--- src/rtl/risc_control_fsm_pkg.sv ---
// Shared SimpleRISC opcode, ALU function and sequencer-state definitions.
package risc_control_fsm_pkg;

  localparam int OPC_W = 4;

  typedef enum logic [2:0] {
    FETCH  = 3'd0,
    DECODE = 3'd1,
    MEMRD  = 3'd2,
    MEMWR  = 3'd3,
    HALT   = 3'd4
  } ctrl_state_t;

  localparam logic ADDR_PC = 1'b0;
  localparam logic ADDR_IR = 1'b1;

  localparam logic [OPC_W-1:0] OP_NOP   = 4'd0;
  localparam logic [OPC_W-1:0] OP_JMP   = 4'd1;
  localparam logic [OPC_W-1:0] OP_JMPZ  = 4'd2;
  localparam logic [OPC_W-1:0] OP_JMPNZ = 4'd3;
  localparam logic [OPC_W-1:0] OP_LDA   = 4'd4;
  localparam logic [OPC_W-1:0] OP_ADD   = 4'd5;
  localparam logic [OPC_W-1:0] OP_SUB   = 4'd6;
  localparam logic [OPC_W-1:0] OP_AND   = 4'd7;
  localparam logic [OPC_W-1:0] OP_OR    = 4'd8;
  localparam logic [OPC_W-1:0] OP_NOT   = 4'd9;
  localparam logic [OPC_W-1:0] OP_LSL   = 4'd10;
  localparam logic [OPC_W-1:0] OP_LSR   = 4'd11;
  localparam logic [OPC_W-1:0] OP_STA   = 4'd15;

  // ALU codes for real operations share the opcode value; FnMem passes memory data through.
  localparam logic [OPC_W-1:0] FnACC = 4'd0;
  localparam logic [OPC_W-1:0] FnMem = 4'd4;
  localparam logic [OPC_W-1:0] FnADD = 4'd5;
  localparam logic [OPC_W-1:0] FnSUB = 4'd6;
  localparam logic [OPC_W-1:0] FnAND = 4'd7;
  localparam logic [OPC_W-1:0] FnOR  = 4'd8;
  localparam logic [OPC_W-1:0] FnNOT = 4'd9;
  localparam logic [OPC_W-1:0] FnLSL = 4'd10;
  localparam logic [OPC_W-1:0] FnLSR = 4'd11;

endpackage

--- src/rtl/risc_control_fsm_op_class.sv ---
// Combinational opcode classifier: instruction category flags plus the ALU function it needs.
module risc_op_class #(
  parameter int OPC_W = 4
) (
  input  logic [OPC_W-1:0] opcode_i,
  output logic             is_jump_o,
  output logic             is_reg_alu_o,
  output logic             is_mem_rd_o,
  output logic             is_store_o,
  output logic             is_illegal_o,
  output logic [OPC_W-1:0] alu_fn_o
);
  import risc_control_fsm_pkg::*;

  always_comb begin
    is_jump_o    = 1'b0;
    is_reg_alu_o = 1'b0;
    is_mem_rd_o  = 1'b0;
    is_store_o   = 1'b0;
    is_illegal_o = 1'b0;
    alu_fn_o     = FnACC;
    case (opcode_i)
      OP_JMP, OP_JMPZ, OP_JMPNZ: is_jump_o = 1'b1;
      OP_NOT: begin is_reg_alu_o = 1'b1; alu_fn_o = FnNOT; end
      OP_LSL: begin is_reg_alu_o = 1'b1; alu_fn_o = FnLSL; end
      OP_LSR: begin is_reg_alu_o = 1'b1; alu_fn_o = FnLSR; end
      OP_LDA: begin is_mem_rd_o  = 1'b1; alu_fn_o = FnMem; end
      OP_ADD: begin is_mem_rd_o  = 1'b1; alu_fn_o = FnADD; end
      OP_SUB: begin is_mem_rd_o  = 1'b1; alu_fn_o = FnSUB; end
      OP_AND: begin is_mem_rd_o  = 1'b1; alu_fn_o = FnAND; end
      OP_OR:  begin is_mem_rd_o  = 1'b1; alu_fn_o = FnOR;  end
      OP_STA: is_store_o = 1'b1;
      4'd12, 4'd13, 4'd14: is_illegal_o = 1'b1;
      default: ;
    endcase
  end

endmodule

--- src/rtl/risc_control_fsm.sv ---
// SimpleRISC fetch/decode/execute sequencer with memory-ready handshake.
// Define RISC_ILLEGAL_TRAP_EN to trap opcodes 12-14 into a HALT state.
module risc_control_fsm #(
  parameter int OPC_W = 4
) (
  input  logic             Clock,
  input  logic             nReset,
  input  logic [OPC_W-1:0] Opcode,
  input  logic             Zero,
  input  logic             MemReady,
  output logic             AddrSel,
  output logic             MemRead,
  output logic             MemWrite,
  output logic             LoadIR,
  output logic             IncPC,
  output logic             LoadPC,
  output logic             LoadACC,
  output logic [OPC_W-1:0] AluFn,
  output logic             InstrDone,
  output logic             Halted
);
  import risc_control_fsm_pkg::*;

  ctrl_state_t      state_q, state_d;
  logic             is_jump, is_reg_alu, is_mem_rd, is_store, is_illegal;
  logic [OPC_W-1:0] op_fn;

  risc_op_class #(.OPC_W(OPC_W)) u_op_class (
    .opcode_i     (Opcode),
    .is_jump_o    (is_jump),
    .is_reg_alu_o (is_reg_alu),
    .is_mem_rd_o  (is_mem_rd),
    .is_store_o   (is_store),
    .is_illegal_o (is_illegal),
    .alu_fn_o     (op_fn)
  );

  always_ff @(posedge Clock) begin
    if (!nReset) state_q <= FETCH;
    else         state_q <= state_d;
  end

  // Outputs are gated by nReset so an in-flight access is dropped the cycle reset is seen.
  always_comb begin
    state_d   = state_q;
    AddrSel   = ADDR_PC;
    MemRead   = 1'b0;
    MemWrite  = 1'b0;
    LoadIR    = 1'b0;
    IncPC     = 1'b0;
    LoadPC    = 1'b0;
    LoadACC   = 1'b0;
    AluFn     = FnACC;
    InstrDone = 1'b0;
    Halted    = 1'b0;
    if (nReset) begin
      unique case (state_q)
        FETCH: begin
          MemRead = 1'b1;
          if (MemReady) begin
            LoadIR  = 1'b1;
            IncPC   = 1'b1;
            state_d = DECODE;
          end
        end
        DECODE: begin
          state_d = FETCH;
          if (is_mem_rd) begin
            state_d = MEMRD;
          end else if (is_store) begin
            state_d = MEMWR;
          end else if (is_illegal) begin
`ifdef RISC_ILLEGAL_TRAP_EN
            state_d = HALT;
`else
            InstrDone = 1'b1;
`endif
          end else begin
            InstrDone = 1'b1;
            if (is_jump) begin
              LoadPC = (Opcode == OP_JMP) ||
                       ((Opcode == OP_JMPZ) && Zero) ||
                       ((Opcode == OP_JMPNZ) && !Zero);
            end
            if (is_reg_alu) begin
              AluFn   = op_fn;
              LoadACC = 1'b1;
            end
          end
        end
        MEMRD: begin
          AddrSel = ADDR_IR;
          MemRead = 1'b1;
          AluFn   = op_fn;
          if (MemReady) begin
            LoadACC   = 1'b1;
            InstrDone = 1'b1;
            state_d   = FETCH;
          end
        end
        MEMWR: begin
          AddrSel  = ADDR_IR;
          MemWrite = 1'b1;
          if (MemReady) begin
            InstrDone = 1'b1;
            state_d   = FETCH;
          end
        end
        HALT: begin
`ifdef RISC_ILLEGAL_TRAP_EN
          Halted = 1'b1;
`else
          state_d = FETCH;
`endif
        end
        default: state_d = FETCH;
      endcase
    end
  end

endmodule

--- config.mk ---
export PLATFORM = sky130hd
export DESIGN_NAME = risc_control_fsm
export DESIGN_NICKNAME = d
export VERILOG_FILES = /design/src/rtl/risc_control_fsm_pkg.sv /design/src/rtl/risc_control_fsm_op_class.sv /design/src/rtl/risc_control_fsm.sv
export SDC_FILE = /design/constraint.sdc
export NUM_CORES = 1
export LEC_CHECK = 0
export BUFFER_PORTS_ARGS = -buffer_cell sky130_fd_sc_hd__buf_2
export CAP_MARGIN = 20
export CORE_AREA = 10 10 47 49
export DETAILED_ROUTE_END_ITERATION = 10
export DIE_AREA = 0 0 57 59
export PLACE_DENSITY = 0.63
export SYNTH_ARGS = -nofsm -noshare
export SYNTH_HDL_FRONTEND = slang
export SYNTH_SLANG_ARGS = --single-unit
--- constraint.sdc ---
create_clock -name Clock -period 2.4 [get_ports Clock]
set_input_delay 0.48 -clock Clock [delete_from_list [all_inputs] [get_ports Clock]]
set_output_delay 0.48 -clock Clock [all_outputs]
set_load 0.01 [all_outputs]
==> results of run 1 <==
[power groups by stage]
stage	sequential [W]	clock, W	combinational (W)
after global placement	0.0000410	0	0.0000739
after floorplan	0.0000402	0	0.0000516
after detailed placement	0.0000412	0	0.0000743
after global routing	0.0000410	0.0000811	0.0000831
after CTS	0.0000407	0.0000781	0.0000744
final	0.0000407	0.0000721	0.0000732
[cells by family (layout without fill, tap and decap cells)]
kind of cell               after synthesis  after routing  share of synthesized area, %
AOI/OAI and AO/OA                       14             14                          25.6
xor gates and xnor gates                 1              1                          2.39
and+or+nand+nor                         23             23                          38.2
other                                    1              1                          1.02
DFF                                      2              2                          10.9
buffers and inverters                    6             25                          8.19
adders and majority gates                4              4                          13.7
[worst max-delay path, delay by kind of cell (launching register included)]
kind                       cells  cell delay (ns)
adders and majority gates      1             0.29
and+or+nand+nor                2             0.38
AOI/OAI and AO/OA              1             0.21
buffers and inverters          2             0.23
DFF                            1             0.39
[worst max path at each step]
| stage | endpoint | slack (ns) |
|---|---|---|
| after CTS | AluFn[1] | 0.18 |
| after floorplan | AluFn[0] | 0.66 |
| after detailed placement | AluFn[1] | 0.42 |
| after global placement | InstrDone | 0.43 |
| final | AluFn[1] | 0.21 |
| after global routing | AluFn[1] | 0.09 |
[layout make-up]
class / instances / area (µm²) / share of cell area, %
clock buffer: 3 / 22.5 / 4.64
inverter: 3 / 11.3 / 2.32
multi-input combinational: 43 / 297 / 61.1
sequential: 2 / 40.0 / 8.25
tap: 16 / 20.0 / 4.12
timing repair buffer: 19 / 95.1 / 19.6
[cell usage in the layout, fill, tap and decap left out, types with 2 or more instances in the layout]
cell type   n
o211ai_1    2
nor2b_1     2
nor3_1      2
buf_2      19
a21oi_1     4
nand2b_1    2
a31oi_1     2
dfxtp_1     2
clkbuf_4    3
nand2_1     5
nor3b_1     2
inv_1       3
and3_1      2
ha_1        4
[per-layer routing]
metal	global-route usage (%)	vias to the layer above
met4	3.02	0
met5	0	-
met1	5.69	194
met3	3.00	0
li1	-	219
met2	10.5	8
[metrics by stage]
step	total power [W]	instance area (µm²)	std cells
4_1_cts	0.000193	485	86
3_3_place_gp	0.000115	463	83
6_report	0.000186	485	86
2_1_floorplan	0.0000918	367	51
5_1_grt	0.000205	485	86
3_5_place_dp	0.000115	463	83
==> run summary, run 1 <==
Post-CTS setup buffer count -> 0
Hold path start -> nReset
Number of global-route vias before repair -> 411
Comb power frac -> 39.4%
FILL cells -> 171
Net count, final -> 84
Synth cell count leaders -> 5 x nand2_1, 4 x a21oi_1, 4 x ha_1
Seq pwr share -> 21.9%
CTS root buf -> clkbuf_4
Max VDD drop -> 0.000219 V
Final Max Tran Viols -> 0
Syn. warnings -> 0
CTS sink cnt -> 2
Fraction of layout cells with a size suffix above 1 -> 35.7%
Setup violators final -> 0
Total CTS buffers -> 3
Crit Path Category -> flop to primary output
Unrepaired setup endpoints after global routing -> false
Yosys top cell by area -> ha_1
Post-synth ARST share -> 0%
Critical Path End Type -> primary output
CP Data Arrival Time -> 1.71 ns
Top-area cell type share of the netlist area -> 13.7%
Sw Pwr -> 0.0000624 W
Diode count -> 0
Hold/Removal Path Class -> input port to flop
Placer congestion estimate -> 0.736
First-pass GRT wire length -> 1.69 mm
Reg2reg setup slack -> 0.91 ns
Crit path launch type -> flop
R2R cell count -> 5
Hold Crit Endpoint -> state_q[0]
Top sig layer -> met3
Status -> finished, final reports clean
Reg2reg start -> state_q[0]
Synth cell types -> 30
Most frequent cell after synthesis -> nand2_1
Ratio of total power to cell area -> 383 nW/µm²
Leakage -> 0.250 nW
Biggest register -> state_q
Deepest clock path buffer count -> 2
Gr ovfl total -> 0
Starting density of the core -> 26.2%
Sw frac -> 33.5%
CTS tree -> yes
First-pass detailed-route iteration total -> 2
Initial antenna violation count -> 0
Overall routing resource usage -> 6.00%
Final WS setup -> 0.213 ns
DRT antenna net count -> 0
Reg-to-reg endpoint -> state_q[1]
Cells resized by post-CTS repair -> 0
Routed WL -> 1.04 mm
Core Region -> 1400 µm²
Biggest regs -> state_q (2)
Max reg flops -> 2
Fmax -> 0.457 GHz
Syn Area/Cell -> 7.19 µm²
Cts-stage hold buffer count -> 0
Chip height -> 59 µm
Routed wl met2 -> 553 µm
Initial detailed-routing violation count -> 7
Met1 WL -> 408 µm
# DRC -> 0
Synth top area cells -> ha_1 14%, dfxtp_1 11%, a21oi_1 5.5%
Row count -> 14
CP max stage cell -> dfxtp_1
Sequential cell area fraction in the yosys report -> 10.9%
Pint -> 0.000124 W
Dpl hpwl -> 871 µm
CP required -> 1.92 ns
Crit path max fanout -> 8
Final Hold Viols -> 0
Post-synthesis register bit count -> 2
Worst Hold Path Cells -> 3
Clock latency at the later pin of the worst-skew pair -> 0.22 ns
Ys flop type -> dfxtp_1
CP peak stage delay -> 0.39 ns
Final period utilization -> 91.1%
Via count -> 421
Clk pwr share -> 38.8%
Syn Std Cell Area -> 367 µm²
Max cap viols -> 0
Worst Setup SP -> state_q[0]
Total negative slack -> 0 ns
Fin util -> 34.6%
Setup Skew -> 0.00213 ns
Post-synth EDFFs -> 0
H-tree levels -> 1
Number of port buffers -> 19
Worst-path cell chain -> inv_1 -> ha_1 -> or2_2 -> a31oi_1 -> nor3b_1 -> buf_2
Hold_ws -> 0.577 ns
Area Overhead vs Synth -> 32.4%
Largest net degree at the start of global routing -> 11
Dpl ws -> 0.423 ns
Die boundary width -> 57 µm
WL met3 -> 77 µm
Synth Instances -> 51
Num ports -> 21
Drt via density -> 4.90
Syn_nets -> 63
Clk slew on worst S/H paths -> 0.03 ns
Drt wl/cell -> 12.1 µm
Die area -> 3360 µm²
Minimum clock period -> 2.19 ns
No activity file was read; power rests on OpenSTA's default activity.
==> run 2, diff against run 1 <==
==> constraint.sdc (replaced) <==
create_clock -name Clock -period 2.4 [get_ports Clock]
set_input_delay 0.12 -clock Clock [delete_from_list [all_inputs] [get_ports Clock]]
set_output_delay 0.12 -clock Clock [all_outputs]
set_load 0.01 [all_outputs]
==> run summary, run 2 (synthesized netlist as in run 1, its figures left out) <==
Top sig layer -> met3
Final Hold Viols -> 0 (unchanged)
Crit Path Category -> flop to primary output
Clk pwr share -> 38.7% (about the same)
Comb power frac -> 39.5% (about the same)
Total negative slack -> 0 ns (unchanged)
Minimum clock period -> 1.81 ns (-0.375 ns)
Number of global-route vias before repair -> 438 (+6.6%)
Placer congestion estimate -> 0.716 (-2.6%)
Critical Path End Type -> primary output
Most frequent cells in the layout -> 19 x buf_2, 5 x nand2_1, 4 x a21oi_1, 4 x ha_1
Net count, final -> 84 (unchanged)
Final Max Tran Viols -> 0 (unchanged)
H-tree levels -> 1 (unchanged)
First-pass detailed-route iteration total -> 2 (unchanged)
Die area -> 3360 µm² (unchanged)
Starting density of the core -> 26.2% (unchanged)
Post-CTS setup buffer count -> 0 (unchanged)
First-pass GRT wire length -> 1.86 mm (+9.8%)
CP Capture Point -> AluFn[0]
Setup violators final -> 0 (unchanged)
Initial antenna violation count -> 0 (unchanged)
CTS tree -> yes
Area Overhead vs Synth -> 32.4% (unchanged)
Ratio of total power to cell area -> 386 nW/µm² (+0.78%)
Pint -> 0.000124 W (about the same)
Dpl hpwl -> 908 µm (+4.3%)
Hold/Removal Path Class -> input port to flop
Initial detailed-routing violation count -> 5 (-2)
Clock latency at the later pin of the worst-skew pair -> 0.22 ns (about the same)
Clk slew on worst S/H paths -> 0.03 ns (about the same)
Setup Skew -> 0.00110 ns (-0.00103 ns)
Seq pwr share -> 21.8% (about the same)
Sw Pwr -> 0.0000637 W (+2.2%)
Die boundary width -> 57 µm (unchanged)
R2R cell count -> 5 (unchanged)
Max cap viols -> 0 (unchanged)
Diode count -> 0 (unchanged)
Worst Setup SP -> state_q[0]
Leakage -> 0.250 nW (unchanged)
Max reg flops -> 2 (unchanged)
Deepest clock path buffer count -> 2 (unchanged)
Total CTS buffers -> 3 (unchanged)
Fin util -> 34.6% (unchanged)
Crit path max fanout -> 8 (unchanged)
Via count -> 429 (+1.9%)
Unrepaired setup endpoints after global routing -> false
CP required -> 2.28 ns (+0.36 ns)
Core Region -> 1400 µm² (unchanged)
CP Data Arrival Time -> 1.69 ns (-0.02 ns)
Row count -> 14 (unchanged)
Biggest regs -> state_q (2)
Reg2reg start -> state_q[0]
Met1 WL -> 417 µm (+2.2%)
Drt wl/cell -> 12.5 µm (+3.9%)
Routed WL -> 1.08 mm (+3.9%)
Num ports -> 21 (unchanged)
Biggest register -> state_q
Largest net degree at the start of global routing -> 11 (unchanged)
Reg2reg setup slack -> 0.90 ns (about the same)
Sw frac -> 34.0% (+0.46 points)
Crit path launch type -> flop
Routed wl met2 -> 587 µm (+6.1%)
DRT antenna net count -> 0 (unchanged)
Number of port buffers -> 19 (unchanged)
Chip height -> 59 µm (unchanged)
Max VDD drop -> 0.000203 V (-7.2%)
Cells resized by post-CTS repair -> 0 (unchanged)
Status -> finished, final reports clean
Fmax -> 0.552 GHz (+21%)
Final period utilization -> 75.5% (-16 points)
WL met3 -> 72 µm (-6.5%)
# DRC -> 0 (unchanged)
CTS root buf -> clkbuf_4
Gr ovfl total -> 0 (unchanged)
Fraction of layout cells with a size suffix above 1 -> 35.7% (unchanged)
Hold_ws -> 0.224 ns (-0.353 ns)
Reg-to-reg endpoint -> state_q[1]
CTS sink cnt -> 2 (unchanged)
Drt via density -> 4.99 (+1.9%)
Cts-stage hold buffer count -> 0 (unchanged)
Overall routing resource usage -> 6.48% (+0.48 points)
Most common cell after layout, fill and taps aside -> buf_2
run 2: cell counts in the layout (fill, tap and decap cells not counted):
No cell type changed its count.
run 2: layout make-up:
type	instances	area, µm²
fill	175	916
multi-input combinational	43	297
timing repair buffer	19	95.1
sequential	2	40.0
clock buffer	3	22.5
tap	16	20.0
inverter	3	11.3
run 2: worst min-delay path by stage:
stage / slack (ns) / to / cells past startpoint / start
2_1_floorplan: 0.29 / LoadPC / 1 / Opcode[2]
3_3_place_gp: 0.45 / state_q[0] / 3 / nReset
3_5_place_dp: 0.45 / state_q[0] / 3 / nReset
4_1_cts: 0.21 / state_q[0] / 3 / nReset
5_1_grt: 0.24 / state_q[0] / 3 / nReset
6_report: 0.22 / state_q[0] / 3 / nReset
run 2: metrics by stage:
step | cells | total power, W | area, µm² | worst slack (ns)
CTS | 86 | 0.000194 | 485 | 0.557
floorplan | 51 | 0.0000918 | 367 | 1.02
detailed placement | 83 | 0.000116 | 463 | 0.800
finish | 86 | 0.000187 | 485 | 0.588
global placement | 83 | 0.000115 | 463 | 0.863
global route | 86 | 0.000204 | 485 | 0.428
run 2: per-layer routing:
layer	vias up	global-route usage (%)
li1	221	-
met1	200	6.41
met2	8	11.8
met3	0	2.36
met4	0	3.02
met5	-	0
run 2: critical path, stage by stage (launching register included):
cell and delay [ns]:
dfxtp_1 0.39, inv_1 0.08, ha_1 0.29, or2_2 0.29
a31oi_1 0.20, nor3b_1 0.07, buf_2 0.14
run 2: power groups by stage:
stage                     Sequential [W]  Clock [W]  Combinational (W)
final                          0.0000409  0.0000726          0.0000740
after CTS                      0.0000409  0.0000781          0.0000748
after global placement         0.0000406          0          0.0000745
after detailed placement       0.0000414          0          0.0000746
after global routing           0.0000417  0.0000784          0.0000837
after floorplan                0.0000402          0          0.0000516
